<file path="src/rtl/mul_arbiter_if.sv">
// Bundle of request, multiplier-core and response signals for mul_arbiter.
// Every valid/ready pair transfers on a rising clk edge where both are 1; a held valid and its data stay stable until that edge.
interface mul_arbiter_if #(
    parameter int IN_DATA_WIDTH = 8,
    parameter int NUM_REQ       = 4
);
    logic [NUM_REQ-1:0]                 i_req_valid;
    logic [NUM_REQ-1:0]                 o_req_ready;
    logic [NUM_REQ*IN_DATA_WIDTH-1:0]   i_req_a;
    logic [NUM_REQ*IN_DATA_WIDTH-1:0]   i_req_b;
    logic                               o_mul_valid;
    logic [IN_DATA_WIDTH-1:0]           o_mul_a;
    logic [IN_DATA_WIDTH-1:0]           o_mul_b;
    logic                               i_mul_valid;
    logic [2*IN_DATA_WIDTH-1:0]         i_mul_result;
    logic [NUM_REQ-1:0]                 o_rsp_valid;
    logic [NUM_REQ-1:0]                 i_rsp_ready;
    logic [NUM_REQ*2*IN_DATA_WIDTH-1:0] o_rsp_result;
    logic [NUM_REQ-1:0]                 o_busy;
    logic                               o_err;

    modport slave (
        input  i_req_valid, i_req_a, i_req_b, i_mul_valid, i_mul_result, i_rsp_ready,
        output o_req_ready, o_mul_valid, o_mul_a, o_mul_b, o_rsp_valid, o_rsp_result,
        output o_busy, o_err
    );

    modport master (
        output i_req_valid, i_req_a, i_req_b, i_mul_valid, i_mul_result, i_rsp_ready,
        input  o_req_ready, o_mul_valid, o_mul_a, o_mul_b, o_rsp_valid, o_rsp_result,
        input  o_busy, o_err
    );
endinterface

</file>
<file path="src/rtl/mul_arbiter.sv">
// Round-robin scheduler sharing one 1-cycle multiplier core among NUM_REQ requesters,
// with a two-stage owner tag pipeline and a held result slot per requester.
module mul_arbiter #(
    parameter int IN_DATA_WIDTH = 8,
    parameter int NUM_REQ       = 4
) (
    input logic          clk,
    input logic          reset,
    mul_arbiter_if.slave bus
);
    localparam int W    = IN_DATA_WIDTH;
    localparam int PW   = 2 * IN_DATA_WIDTH;
    localparam int ID_W = (NUM_REQ > 1) ? $clog2(NUM_REQ) : 1;
    localparam logic [ID_W-1:0] LAST_ID = ID_W'(NUM_REQ - 1);

    logic [ID_W-1:0]       ptr_q, ptr_d;
    logic [NUM_REQ-1:0]    busy_q, busy_d;
    logic [NUM_REQ-1:0]    rsp_valid_q, rsp_valid_d;
    logic [NUM_REQ*PW-1:0] rsp_result_q, rsp_result_d;
    logic                  tag1_v_q, tag1_v_d;
    logic [ID_W-1:0]       tag1_id_q, tag1_id_d;
    logic                  tag2_v_q, tag2_v_d;
    logic [ID_W-1:0]       tag2_id_q, tag2_id_d;
    logic [W-1:0]          mul_a_q, mul_a_d;
    logic [W-1:0]          mul_b_q, mul_b_d;
    logic                  err_q, err_d;

    logic [NUM_REQ-1:0]    eligible;
    logic [NUM_REQ-1:0]    grant_oh;
    logic                  grant_v;
    logic [ID_W-1:0]       grant_id;
    logic                  accept;

    // Search starts at ptr and wraps; the first eligible candidate wins.
    always_comb begin
        logic [ID_W:0] cand;
        eligible = bus.i_req_valid & ~busy_q;
        grant_v  = 1'b0;
        grant_id = '0;
        cand     = '0;
        for (int i = 0; i < NUM_REQ; i++) begin
            cand = {1'b0, ptr_q} + (ID_W+1)'(i);
            if (cand >= (ID_W+1)'(NUM_REQ)) begin
                cand = cand - (ID_W+1)'(NUM_REQ);
            end
            if (!grant_v && eligible[cand[ID_W-1:0]]) begin
                grant_v  = 1'b1;
                grant_id = cand[ID_W-1:0];
            end
        end
        grant_oh = '0;
        if (grant_v && !reset) begin
            grant_oh[grant_id] = 1'b1;
        end
    end

    // Ready is only raised for a valid requester, so any ready bit is a completed handshake.
    assign accept = |grant_oh;

    always_comb begin
        ptr_d        = ptr_q;
        busy_d       = busy_q;
        rsp_valid_d  = rsp_valid_q;
        rsp_result_d = rsp_result_q;
        tag1_v_d     = accept;
        tag1_id_d    = tag1_id_q;
        tag2_v_d     = tag1_v_q;
        tag2_id_d    = tag1_id_q;
        mul_a_d      = mul_a_q;
        mul_b_d      = mul_b_q;
        err_d        = err_q;

        for (int k = 0; k < NUM_REQ; k++) begin
            if (rsp_valid_q[k] && bus.i_rsp_ready[k]) begin
                rsp_valid_d[k] = 1'b0;
                busy_d[k]      = 1'b0;
            end
        end

        if (accept) begin
            ptr_d            = (grant_id == LAST_ID) ? '0 : grant_id + ID_W'(1);
            busy_d[grant_id] = 1'b1;
            tag1_id_d        = grant_id;
            mul_a_d          = bus.i_req_a[int'(grant_id)*W +: W];
            mul_b_d          = bus.i_req_b[int'(grant_id)*W +: W];
        end

        // A result with no owner in stage 2 is dropped and latched as a protocol error.
        if (bus.i_mul_valid) begin
            if (tag2_v_q) begin
                rsp_valid_d[tag2_id_q]                  = 1'b1;
                rsp_result_d[int'(tag2_id_q)*PW +: PW] = bus.i_mul_result;
            end else begin
                err_d = 1'b1;
            end
        end
    end

    always_ff @(posedge clk) begin
        if (reset) begin
            ptr_q        <= '0;
            busy_q       <= '0;
            rsp_valid_q  <= '0;
            rsp_result_q <= '0;
            tag1_v_q     <= 1'b0;
            tag1_id_q    <= '0;
            tag2_v_q     <= 1'b0;
            tag2_id_q    <= '0;
            mul_a_q      <= '0;
            mul_b_q      <= '0;
            err_q        <= 1'b0;
        end else begin
            ptr_q        <= ptr_d;
            busy_q       <= busy_d;
            rsp_valid_q  <= rsp_valid_d;
            rsp_result_q <= rsp_result_d;
            tag1_v_q     <= tag1_v_d;
            tag1_id_q    <= tag1_id_d;
            tag2_v_q     <= tag2_v_d;
            tag2_id_q    <= tag2_id_d;
            mul_a_q      <= mul_a_d;
            mul_b_q      <= mul_b_d;
            err_q        <= err_d;
        end
    end

    assign bus.o_req_ready  = grant_oh;
    assign bus.o_mul_valid  = tag1_v_q;
    assign bus.o_mul_a      = mul_a_q;
    assign bus.o_mul_b      = mul_b_q;
    assign bus.o_rsp_valid  = rsp_valid_q;
    assign bus.o_rsp_result = rsp_result_q;
    assign bus.o_busy       = busy_q;
    assign bus.o_err        = err_q;
endmodule
</file>
<file path="src/flat_wrapper.sv">
// flat-port wrapper written by rule: the top's interface ports become plain ports
module mul_arbiter_flat 
#(
    parameter int IN_DATA_WIDTH = 8,
    parameter int NUM_REQ       = 4
)
  (clk, reset, bus_i_req_valid, bus_i_req_a, bus_i_req_b, bus_i_mul_valid, bus_i_mul_result, bus_i_rsp_ready, bus_o_req_ready, bus_o_mul_valid, bus_o_mul_a, bus_o_mul_b, bus_o_rsp_valid, bus_o_rsp_result, bus_o_busy, bus_o_err);
  mul_arbiter_if #(.IN_DATA_WIDTH(IN_DATA_WIDTH), .NUM_REQ(NUM_REQ)) bus_i ();
  input logic clk;
  input logic reset;
  input wire logic [$bits(bus_i.i_req_valid)-1:0] bus_i_req_valid;
  input wire logic [$bits(bus_i.i_req_a)-1:0] bus_i_req_a;
  input wire logic [$bits(bus_i.i_req_b)-1:0] bus_i_req_b;
  input wire logic [$bits(bus_i.i_mul_valid)-1:0] bus_i_mul_valid;
  input wire logic [$bits(bus_i.i_mul_result)-1:0] bus_i_mul_result;
  input wire logic [$bits(bus_i.i_rsp_ready)-1:0] bus_i_rsp_ready;
  output wire logic [$bits(bus_i.o_req_ready)-1:0] bus_o_req_ready;
  output wire logic [$bits(bus_i.o_mul_valid)-1:0] bus_o_mul_valid;
  output wire logic [$bits(bus_i.o_mul_a)-1:0] bus_o_mul_a;
  output wire logic [$bits(bus_i.o_mul_b)-1:0] bus_o_mul_b;
  output wire logic [$bits(bus_i.o_rsp_valid)-1:0] bus_o_rsp_valid;
  output wire logic [$bits(bus_i.o_rsp_result)-1:0] bus_o_rsp_result;
  output wire logic [$bits(bus_i.o_busy)-1:0] bus_o_busy;
  output wire logic [$bits(bus_i.o_err)-1:0] bus_o_err;
  assign bus_i.i_req_valid = bus_i_req_valid;
  assign bus_i.i_req_a = bus_i_req_a;
  assign bus_i.i_req_b = bus_i_req_b;
  assign bus_i.i_mul_valid = bus_i_mul_valid;
  assign bus_i.i_mul_result = bus_i_mul_result;
  assign bus_i.i_rsp_ready = bus_i_rsp_ready;
  assign bus_o_req_ready = bus_i.o_req_ready;
  assign bus_o_mul_valid = bus_i.o_mul_valid;
  assign bus_o_mul_a = bus_i.o_mul_a;
  assign bus_o_mul_b = bus_i.o_mul_b;
  assign bus_o_rsp_valid = bus_i.o_rsp_valid;
  assign bus_o_rsp_result = bus_i.o_rsp_result;
  assign bus_o_busy = bus_i.o_busy;
  assign bus_o_err = bus_i.o_err;
  mul_arbiter #(.IN_DATA_WIDTH(IN_DATA_WIDTH), .NUM_REQ(NUM_REQ)) u_core (.clk(clk), .reset(reset), .bus(bus_i));
endmodule
</file>
<file path="config.mk">
export PLATFORM = sky130hd
export DESIGN_NAME = mul_arbiter_flat
export DESIGN_NICKNAME = d
export VERILOG_FILES = /design/src/rtl/mul_arbiter_if.sv /design/src/rtl/mul_arbiter.sv /design/src/flat_wrapper.sv
export SDC_FILE = /design/constraint.sdc
export NUM_CORES = 1
export LEC_CHECK = 0
export BUFFER_PORTS_ARGS = -buffer_cell sky130_fd_sc_hd__buf_2
export CORE_MARGIN = 1
export CORE_UTILIZATION = 30
export DETAILED_ROUTE_END_ITERATION = 7
export PLACE_DENSITY = 0.63
export SYNTH_ARGS = -nofsm -noshare
export SYNTH_HDL_FRONTEND = slang
export SYNTH_SLANG_ARGS = --single-unit
</file>
<file path="constraint.sdc">
create_clock -name clk -period 4.45 [get_ports clk]
set_clock_uncertainty 0.2 [all_clocks]
set_input_delay 0.2225 -clock clk [delete_from_list [all_inputs] [get_ports clk]]
set_output_delay 0.2225 -clock clk [all_outputs]
set_load 0.01 [all_outputs]
</file>
==> Yosys cells after proc, flatten, opt, wreduce, memory -nomap -nowiden <==
Cells that the tools add are included.
Widths: inputs -> output; s select.
{ "word_totals": {"elab_cells": 97, "romBits": 0, "reg_bits": 97, "in_bits": 91, "out_inout_bits": 94, "ram_bits": 0, "n_memories": 0, "latch_bits": 0} }
{ "op_classes": {"bitwise": 5, "reduce_logical": 17, "mul": 0, "shift": 4, "n_addsub": 9, "order_cmp": 12, "n_mux": 38, "n_div": 0, "n_eq_ne": 1} }
{ "ops": {"columns": ["op", "count"], "rows": [
  ["$bwmux 64", 1],
  ["$shift 16x33->64 const A", 1],
  ["$shiftx 16x33->64", 1],
  ["$shiftx 32x6->8", 2],
  ["$neg 6->33", 1],
  ["$lt 2x3->1 const B", 6],
  ["$mux 1", 18],
  ["$mux 2", 9],
  ["$mux 4", 4],
  ["$logic_and 1x1->1", 10],
  ["$ge 3x3->1 const B", 3],
  ["$bmux 1 s2", 4],
  ["$or 4x4->4", 2],
  ["$sub 2x1->2 const B", 4],
  ["$add 2x2->3 const B", 2],
  ["$and 4x4->4", 1],
  ["$demux 1 s2", 2],
  ["$ge 2x1->1 const B", 2],
  ["$logic_not 1->1", 4],
  ["$not 4->4", 1],
  ["$reduce_and 2->1", 2],
  ["$reduce_or 4->1", 1],
  ["$add 2x1->3 const B", 1],
  ["$ge 2x3->1 const B", 1],
  ["3 further kinds", 3]
]} }

==> Logic depth before layout (Yosys ltp) <==
Gate-level depths: netlist (run 1).
{ "depth": {"depth_word": 21, "ltp_mapped": 14, "depth_no_buf": 11} }

==> Worst setup path before layout (run 1) <==
No wires, ideal clock.
{ "synth_path": {"path_type": "flip-flop to flip-flop", "from": "register u_core.busy_q[2], in the netlist u_core.bus.o_busy[2]", "to": "register u_core.mul_a_q[1], in the netlist u_core.bus.o_mul_a[1]", "slack_ps": 1500, "synth_period_minus_slack_ps": 2950, "setup_time_ps": 83, "path_stages_with_launch": 14, "path_buffers": 3, "arrival_time_ps": 2667, "t_required_ps": 4167, "cell_sequence": "dfxtp_1 nand2b_4 or3_1 and3_4 buf_6 inv_2 buf_4 ha_1 nand2b_1 a41oi_1 clkbuf_1 and3_1 a31oi_1 o221ai_1"} }
{ "synth_between": {"elab_chain_len": 20, "word_cells_on_any_way": 33, "cone_classes": "order compare: 2; shift: 1; mux: 19; bitwise: 2; reduce/logical: 9"} }
{ "synth_lines": {"columns": ["item", "line", "rtl"], "rows": [
  ["start, declared", "mul_arbiter.sv:17", "logic [NUM_REQ-1:0] busy_q, busy_d;"],
  ["start signal, assigned", "mul_arbiter.sv:114", "busy_q <= busy_d;"],
  ["$not 4->4 *", "mul_arbiter.sv:37", "eligible = bus.i_req_valid & ~busy_q;"],
  ["$and 4x4->4 *", "mul_arbiter.sv:37", null],
  ["$bmux 1 s2", "mul_arbiter.sv:46", "if (!grant_v && eligible[cand[ID_W-1:0]]) begin"],
  ["$mux 1 (implied by the code)", "mul_arbiter.sv:46", null],
  ["$mux 1", "mul_arbiter.sv:46", null],
  ["$logic_not 1->1", "mul_arbiter.sv:46", null],
  ["$logic_and 1x1->1", "mul_arbiter.sv:46", null],
  ["$mux 1", "mul_arbiter.sv:46", null],
  ["(+5 left out)", null, null],
  ["$mux 2", "mul_arbiter.sv:46", null],
  ["$lt 2x3->1 (implied by the code) / $ge 2x1->1 (equally long branches)", "mul_arbiter.sv:53", "grant_oh[grant_id] = 1'b1;"],
  ["$logic_and 1x1->1 (implied by the code)", "mul_arbiter.sv:53", null],
  ["$mux 1 (implied by the code)", "mul_arbiter.sv:53", null],
  ["$demux 1 s2", null, null],
  ["$mux 4 *", "mul_arbiter.sv:52", "if (grant_v && !reset) begin"],
  ["net bus_o_req_ready[2]", "flat_wrapper.sv:17", "output wire logic [$bits(bus_i.o_req_ready)-1:0] bus_o_req_ready;"],
  ["$reduce_or 4->1 *", "mul_arbiter.sv:58", "assign accept = |grant_oh;"],
  ["end signal, assigned", "mul_arbiter.sv:121", "mul_a_q <= mul_a_d;"],
  ["end, declared", "mul_arbiter.sv:24", "logic [W-1:0] mul_a_q, mul_a_d;"]
]} }
Mark *: on every way through the listed nets, which the timed path passes. The rest lies on a longest branch. The select of a mux whose other input is x is not followed.
A chain may end at the register's enable or synchronous reset.

==> Final worst setup path (run 1) <==
{ "layout_path": {"from": "register u_core.busy_q[2], in the netlist u_core.bus.o_busy[2]", "to": "register u_core.mul_b_q[4], in the netlist u_core.bus.o_mul_b[4]"} }
{ "layout_between": {"elab_chain_len": 20, "word_cells_on_any_way": 33, "cone_classes": "order compare: 2; shift: 1; mux: 19; bitwise: 2; reduce/logical: 9"} }
{ "layout_lines": {"columns": ["item", "line", "rtl"], "rows": [
  ["$not 4->4 *", "mul_arbiter.sv:37", null],
  ["$and 4x4->4 *", "mul_arbiter.sv:37", null],
  ["$bmux 1 s2", "mul_arbiter.sv:46", null],
  ["$mux 1 (implied by the code)", "mul_arbiter.sv:46", null],
  ["$mux 1", "mul_arbiter.sv:46", null],
  ["$logic_not 1->1", "mul_arbiter.sv:46", null],
  ["$logic_and 1x1->1", "mul_arbiter.sv:46", null],
  ["$mux 1", "mul_arbiter.sv:46", null],
  ["(+4 left out)", null, null],
  ["$logic_and 1x1->1", "mul_arbiter.sv:46", null],
  ["$mux 2", "mul_arbiter.sv:46", null],
  ["$lt 2x3->1 (implied by the code) / $ge 2x1->1 (equally long branches)", "mul_arbiter.sv:53", null],
  ["$logic_and 1x1->1 (implied by the code)", "mul_arbiter.sv:53", null],
  ["$mux 1 (implied by the code)", "mul_arbiter.sv:53", null],
  ["$demux 1 s2", null, null],
  ["$mux 4", "mul_arbiter.sv:52", null],
  ["$reduce_or 4->1", "mul_arbiter.sv:58", null],
  ["end signal, assigned", "mul_arbiter.sv:122", "mul_b_q <= mul_b_d;"],
  ["end, declared", "mul_arbiter.sv:25", "logic [W-1:0] mul_b_q, mul_b_d;"]
]} }
Every way passes the cells marked *; elsewhere a longest branch is shown, timed or not. The select of a mux whose other input is x is not followed.

==> results of run 1 <==
-- timing repair --
| item | in CTS | in global routing |
|---|---|---|
| buffers inserted | 0 | 0 |
| hold buffers | 29 | 0 |
| endpoints found under the hold margin | 66 | 0 |
-- flip-flops by register name, summed over array words and instances (netlist names) --
signal,flops
u_core.bus.o_busy,4
u_core.bus.o_err,1
u_core.bus.o_mul_a,8
u_core.bus.o_mul_b,8
u_core.bus.o_mul_valid,1
u_core.bus.o_rsp_result,64
u_core.bus.o_rsp_valid,4
u_core.ptr_q,2
u_core.tag1_id_q,2
u_core.tag2_id_q,2
u_core.tag2_v_q,1
-- power groups by stage --
stage / sequential [mW] / clock [mW] / combinational [mW]
after CTS: 1.08 / 0.840 / 1.02
after floorplan: 1.14 / 0 / 0.652
final: 1.08 / 0.814 / 1.02
after global routing: 1.10 / 0.871 / 1.11
after detailed placement: 1.10 / 0 / 0.982
after global placement: 1.09 / 0 / 0.968
-- layout make-up --
| class | count | area (um^2) |
|---|---|---|
| clock buffers | 10 | 229 |
| well taps | 176 | 220 |
| fillers | 1307 | 7540 |
| repair buffers | 218 | 1250 |
| inverters | 9 | 33.8 |
| clock inverters | 6 | 76.3 |
| flip-flops and latches | 97 | 1940 |
| multi-input cells | 296 | 1960 |
-- cell usage after synthesis (4+ instances only) --
| library cell | number | area (um^2) |
|---|---|---|
| a21oi_1 | 14 | 70.1 |
| a22oi_1 | 65 | 488 |
| a31o_2 | 5 | 43.8 |
| a31oi_1 | 11 | 68.8 |
| and3_1 | 10 | 62.6 |
| clkbuf_1 | 19 | 71.3 |
| dfxtp_1 | 97 | 1940 |
| ha_1 | 9 | 113 |
| inv_1 | 6 | 22.5 |
| mux2i_1 | 16 | 160 |
| nand2_1 | 27 | 101 |
| nand2b_1 | 5 | 31.3 |
| nor2_1 | 75 | 282 |
| nor2b_1 | 9 | 56.3 |
| o21ai_0 | 4 | 20.0 |
| o221ai_1 | 9 | 78.8 |
-- cells by family (layout without fill, tap and decap cells) --
group | count (synthesis) | in the layout
adder cells (fa/ha/maj) | 9 | 9
buffers and inverters | 39 | 243
AND/OR/NAND/NOR | 143 | 143
multiplexers | 16 | 16
AO/OA/AOI/OAI | 128 | 128
flip-flops | 97 | 97
-- path summary, 6_finish.rpt --
| kind | startpoint | endpoint |
|---|---|---|
| setup / recovery | u_core.bus.o_busy[2] | u_core.bus.o_mul_b[4] |
| hold / removal | bus_i_rsp_ready[2] | u_core.bus.o_rsp_valid[2] |
| setup reg to reg | u_core.bus.o_busy[2] | u_core.bus.o_mul_b[4] |
| hold reg to reg | u_core.bus.o_err | u_core.bus.o_err |
-- worst reg2reg max path, cell delays in order, from the launching register on --
cell	delay [ns]
dfxtp_1	0.33
nand2b_4	0.16
o21ai_0	0.36
o21bai_4	0.25
inv_2	0.30
ha_1	0.31
nand2b_1	0.08
a41oi_1	0.89
and3_1	0.27
a31oi_1	0.04
o221ai_1	0.20
dlygate4sd3_1	0.59
-- metrics by stage --
stage	cell area [um^2]	util (%)
CTS	5710	43.1
finish	5710	43.1
global route	5710	43.1
detailed placement	5110	38.6
global placement	5110	38.6
floorplan	4070	-
-- per-layer routing --
| metal | share of wire [%] | track usage (%) | vias up |
|---|---|---|---|
| met2 | 47 | 33.9 | 201 |
| met5 | 0 | 0 | - |
| li1 | - | - | 1980 |
| met4 | 1.6 | 5.93 | 0 |
| met3 | 9.5 | 6.90 | 16 |
| met1 | 42 | 21.5 | 1915 |
==> results.md, run 1 <==
* Status: finished clean
* Share of post-route cells with drive strength above 1 at 35.4%
* CTS tree: built
* Max Transition Viols Final at 0
* Max cap viols at 0
* Pwr dens at 510 mW/mm^2
* Via/cell ratio at 5.06
* EDFF count, synth at 0
* Crit path cell chain: nand2b_4, o21ai_0, o21bai_4, inv_2, ha_1, nand2b_1, a41oi_1, and3_1, a31oi_1, o221ai_1, dlygate4sd3_1
* Worst path max stage delay at 0.89 ns
* Area grow syn2layout at 40.3%
* Grt ovf at 0
* R2R setup slack at 0.41 ns
* Seq cells post-synth at 97
* Longest Clk Path Bufs at 2
* Worst path depth at 11
* CP top delay family: compound AO/OA/AOI/OAI gates
* Xor-xnor portion of the synthesized cell area at 0%
* Initial antenna violation count at 0
* 1st-pass router iterations at 4
* First DRT Iteration DRCs at 311
* Int Pwr at 1.87 mW
* Maximum VDD drop at 0.241 mV
* CP max stage cell: a41oi_1
* Total number of vias at 4112
* CP required at 4.53 ns
* # diodes at 0
* Actual slew at the worst max-slew pin at 1.19 ns
* Crit path capture type: register
* Commonest non-fill, non-tap cells in the layout: buf_2 (184), dfxtp_1 (97), nor2_1 (75)
* Cells after synthesis at 432
* Clock power share at 27.9%
* Largest net degree at the start of global routing at 83
* Seq/Total Area, Yosys at 47.8%
* Die height at 118 um
* Worst Path Max Fanout at 19
* Leak at 2.63 nW
* Unique masters post-synth at 45
* Io pins at 185
* Fin worst setup slack at 0.413 ns
* Placed insts at 767
* DIE AREA at 0.0140 mm^2
* Compound-Gate Fraction of Synth Area at 24.3%
* Final setup viols at 0
* Critical path arrival at 4.12 ns
* Worst R2R Path Depth at 11
* Largest family of logic cells by synthesized area: compound AO/OA/AOI/OAI gates
* GR Util All Layers at 19.2%
* Final number of hold-violating endpoints at 0
* GPL Wtd Cong at 0.895
* Synthesized cell area at 0.00407 mm^2
* Mux share of post-synthesis cell area at 3.94%
* Vias in the first global route at 4157
* Rows at 42
* Ys Warns at 0
* Post-synthesis simple-gate area fraction at 16.9%
* Switch Pwr at 1.04 mW
* Primary FF master, synth: dfxtp_1
* Post-Place Setup Slack at 0.986 ns
* Clk pin slew, worst setup/hold paths at 0.07 ns
* Comb power frac at 34.9%
* Root buf cell: clkbuf_16
* Routed len/inst at 16.3 um
* Global-route wire length before repair at 21400 um
* Fin cells at 812
* # DRC at 0
* Routed wire length at 13300 um
* Die Wd at 118 um
* Post_cts resized at 0
* Fin crit period at 4.04 ns
* Fmax at 248 MHz
* Clk_lat worst skew at 0.34 ns
* Detail Route Antenna Nets at 0
* RSZ-0062 raised after global routing: no
* Layout Nets at 731
* Switching Share at 35.8%
* # H-tree levels at 3
* Async S/R FF share, synth at 0%
* CP bufs+invs at 2
* Worst hold slack at 0.0148 ns
* Clk sinks at 97
* Synth Area in Adders at 2.77%
* Rel. slew slack at 19.7%
* Starting Density at 30.7%
* Net Count, Synth at 532
* IO buf count at 184
* Design Power at 2.91 mW
* Synth Area per Inst at 9.41 um^2
* DP Wirelength at 9140 um
* Hold crit path type: input pin to register
* Cts bufs inserted at 9
* Commonest non-fill, non-tap cell in the layout: buf_2
* Cell count of the worst hold path at 4
* Sequential power share at 37.2%
* Crit share post-route at 90.7%
* Critical path class: register to register
* Setup TNS at 0 ns
* Placeable Area at 0.0132 mm^2
* Critical path launch point type: register
(Power assumes the default switching activity.)
==> run 2: changes to the inputs <==
Settings changed: ABC_AREA set to 1, CORE_MARGIN 1 to 2, PLACE_DENSITY 0.63 to 0.61.
==> run 2 against run 1 <==
Global-route usage fell by 1.6 points. Via count grew 25%. Synthesized cell count is 59% higher. Die area is 23% higher. Final cell count is 35% higher. Total power grew 35%. Sequential share of layout area shrank 4.4 points. Design area increased by 15%. Register-to-register slack better by 0.69 ns. Highest routed layer unchanged.
==> results.md, run 2 <==
* Status: finished clean
* Cell count of the worst hold path at 5 (+1)
* Cells after synthesis at 687 (+59%)
* Area leader, netlist: dfxtp_1
* Synthesized cell area at 0.00488 mm^2 (+20%)
* Starting Density at 30.7% (+0.035 points)
* Io pins at 185 (unchanged)
* Critical path class: register to output pin
* GPL Wtd Cong at 0.870 (-2.7%)
* Final number of hold-violating endpoints at 0 (unchanged)
* Commonest non-fill, non-tap cell in the layout: nand2_1
* Largest net degree at the start of global routing at 74 (-11%)
* Vias in the first global route at 4885 (+18%)
* Critical R2R Capture: u_core.bus.o_mul_b[2]
* Via/cell ratio at 4.68 (-7.6%)
* Routed len/inst at 13.8 um (-16%)
* Fillers at 1707 (+31%)
* Primary FF master, synth: dfxtp_1
* Seq cells post-synth at 97 (unchanged)
* Routed wire length at 15100 um (+14%)
* Commonest non-fill, non-tap cells in the layout: nand2_1 (211), buf_2 (184), dfxtp_1 (97)
* Clk_lat worst skew at 0.35 ns (about the same)
* Layout Nets at 979 (+34%)
* Fin crit period at 3.39 ns (-0.650 ns)
* CTS tree: built
* Post-synth top cells: nand2_1 (211), dfxtp_1 (97), inv_1 (77)
* First DRT Iteration DRCs at 325 (+4.5%)
* Crit share post-route at 76.1% (-15 points)
* Cts bufs inserted at 9 (unchanged)
* Max reg flops at 64 (unchanged)
* DP Wirelength at 11000 um (+20%)
* Grt ovf at 0 (unchanged)
* Setup bufs post-CTS at 0 (unchanged)
* Initial antenna violation count at 0 (unchanged)
* Max cap viols at 0 (unchanged)
* Seq/Total Area, Yosys at 39.8% (-8.0 points)
* DIE AREA at 0.0173 mm^2 (+23%)
* Clk sinks at 97 (unchanged)
* Global-route wire length before repair at 24700 um (+16%)
* Detail Route Antenna Nets at 0 (unchanged)
* Critical path launch point type: register
* Most common cell in the synthesized netlist: nand2_1
* Root buf cell: clkbuf_16
* Synth Area per Inst at 7.11 um^2 (-24%)
* Hold Path Sink: u_core.bus.o_mul_a[0]
* Maximum VDD drop at 0.405 mV (+68%)
* Placeable Area at 0.0159 mm^2 (+20%)
* FF-to-FF Start: u_core.ptr_q[0]
* Rows at 46 (+9.5%)
* Die height at 132 um (+11%)
* Area grow syn2layout at 34.0%
* Longest Clk Path Bufs at 2 (unchanged)
* Unique masters post-synth at 33 (-27%)
* Final setup viols at 0 (unchanged)
* R2R setup slack at 1.10 ns (+0.69 ns)
* Fmax at 295 MHz (+19%)
* Top cells by area, synth: dfxtp_1 (40%), nand2_1 (16%), inv_1 (5.9%)
* Actual slew at the worst max-slew pin at 1.09 ns (-0.104 ns)
* Share of post-route cells with drive strength above 1 at 26.7% (-8.7 points)
* Clk pin slew, worst setup/hold paths at 0.07 ns (about the same)
* IO buf count at 184 (unchanged)
* Leak at 3.23 nW (+23%)
* # H-tree levels at 3 (unchanged)
* # diodes at 0 (unchanged)
* Most Crowded Layer GR: met2
* Net Count, Synth at 787 (+48%)
* Critical path arrival at 2.97 ns (-1.15 ns)
* GR Util All Layers at 17.6% (-1.6 points)
* Design Power at 3.93 mW (+35%)
* Hold crit path type: input pin to register
* Worst R2R Path Depth at 15 (+4)
* Pwr dens at 601 mW/mm^2 (+18%)
* Setup TNS at 0 ns (unchanged)
* Min-delay src: bus_i_req_a[16]
* Ys Warns at 0 (unchanged)
* Max Transition Viols Final at 0 (unchanged)
* Async S/R FF share, synth at 0% (unchanged)
* RSZ-0062 raised after global routing: no
* Total number of vias at 5147 (+25%)
* Rel. slew slack at 27.4% (+7.7 points)
* Met2 usage at 28.9% (-5.0 points)
* Die Wd at 132 um (+11%)
* CP required at 4.03 ns (-0.50 ns)
* # DRC at 0 (unchanged)
* 1st-pass router iterations at 4 (unchanged)
* EDFF count, synth at 0 (unchanged)
* Worst Path Max Fanout at 27 (+8)
* Post-synth top area share at 39.8% (-8.0 points)
* Met3 Usage GRT at 3.90% (-3.0 points)
* Met1 global-route usage at 22.4% (+0.95 points)
* Crit path capture type: output pin
## run 2: changes by cell type after synthesis, sizes merged, moves of 28 or more
cell	before	now
nand2	27	223
nor2	75	37
nand3	0	56
inv	9	82
a22oi	65	0
a21oi	14	42
a211oi	2	30
## run 2: cells by family after synthesis
family | synth area share [%]
and+or+nand+nor | 32.7
buffers and inverters | 11.4
AOI/OAI and AO/OA | 13.9
DFF | 39.8
adders and majority gates | 2.31
## run 2: critical path, cell delays in order, from the launching register on
cell and delay [ns]:
dfxtp_1 0.64, nand3_1 0.24, nand2_1 0.12, nand2_1 0.05
nand2_1 0.12, nand2_2 0.08, nand2_2 0.06, nand2_2 0.08
nand3_4 0.12, buf_4 0.30, inv_2 0.24, nor2_4 0.21
inv_1 0.08, nor2_1 0.11, buf_2 0.16
## run 2: how the worst max path moves through the flow
| stage | start | depth (start not counted) | to | slack (ns) |
|---|---|---|---|---|
| 4_1_cts | u_core.ptr_q[0] | 14 | bus_o_req_ready[0] | 1.05 |
| 6_report | u_core.ptr_q[0] | 14 | bus_o_req_ready[0] | 1.06 |
| 2_1_floorplan | u_core.ptr_q[0] | 20 | u_core.bus.o_mul_a[1] | 1.94 |
| 3_3_place_gp | u_core.ptr_q[0] | 16 | u_core.bus.o_mul_b[3] | 1.28 |
| 3_5_place_dp | u_core.ptr_q[0] | 16 | u_core.bus.o_mul_a[4] | 1.17 |
| 5_1_grt | u_core.ptr_q[0] | 14 | bus_o_req_ready[0] | 0.72 |
## run 2: power breakdown
| part | switching (mW) | total (mW) | internal, mW |
|---|---|---|---|
| clock | 0.372 | 0.876 | 0.504 |
| sequential | 0.0813 | 1.08 | 0.994 |
| combinational | 1.30 | 1.98 | 0.683 |
| total | 1.75 | 3.93 | 2.18 |
## run 2: cell type report
type,instances,area (um^2),share of cell area [%]
clock buffer,9,225,3.44
timing repair buffer,221,1280,19.6
multi-input combinational,466,2390,36.5
tap,216,270,4.13
sequential,97,1940,29.7
inverter,84,333,5.09
clock inverter,7,106,1.63
## run 2: per-stage QoR
step / utilization (%) / hold WS (ns) / cell area [um^2] / worst slack, ns / instances
floorplan: - / 0.167 / 4880 / 1.94 / 687
global placement: 37.0 / 0.215 / 5880 / 1.28 / 1051
detailed placement: 37.0 / 0.220 / 5880 / 1.17 / 1051
CTS: 41.2 / 0.00950 / 6540 / 1.05 / 1100
global route: 41.2 / 0.0340 / 6540 / 0.718 / 1100
finish: 41.2 / 0.0141 / 6540 / 1.06 / 1100
## run 2: repair_timing
item,in CTS,in global routing
endpoints found under the hold margin,28,0
hold buffers,33,0
gates resized for setup,0,0
## run 2: metal layers
metal	vias to the layer above	routed length, um
met4	0	345
met1	2289	6750
met5	-	0
li1	2636	-
met2	202	7010
met3	20	1050
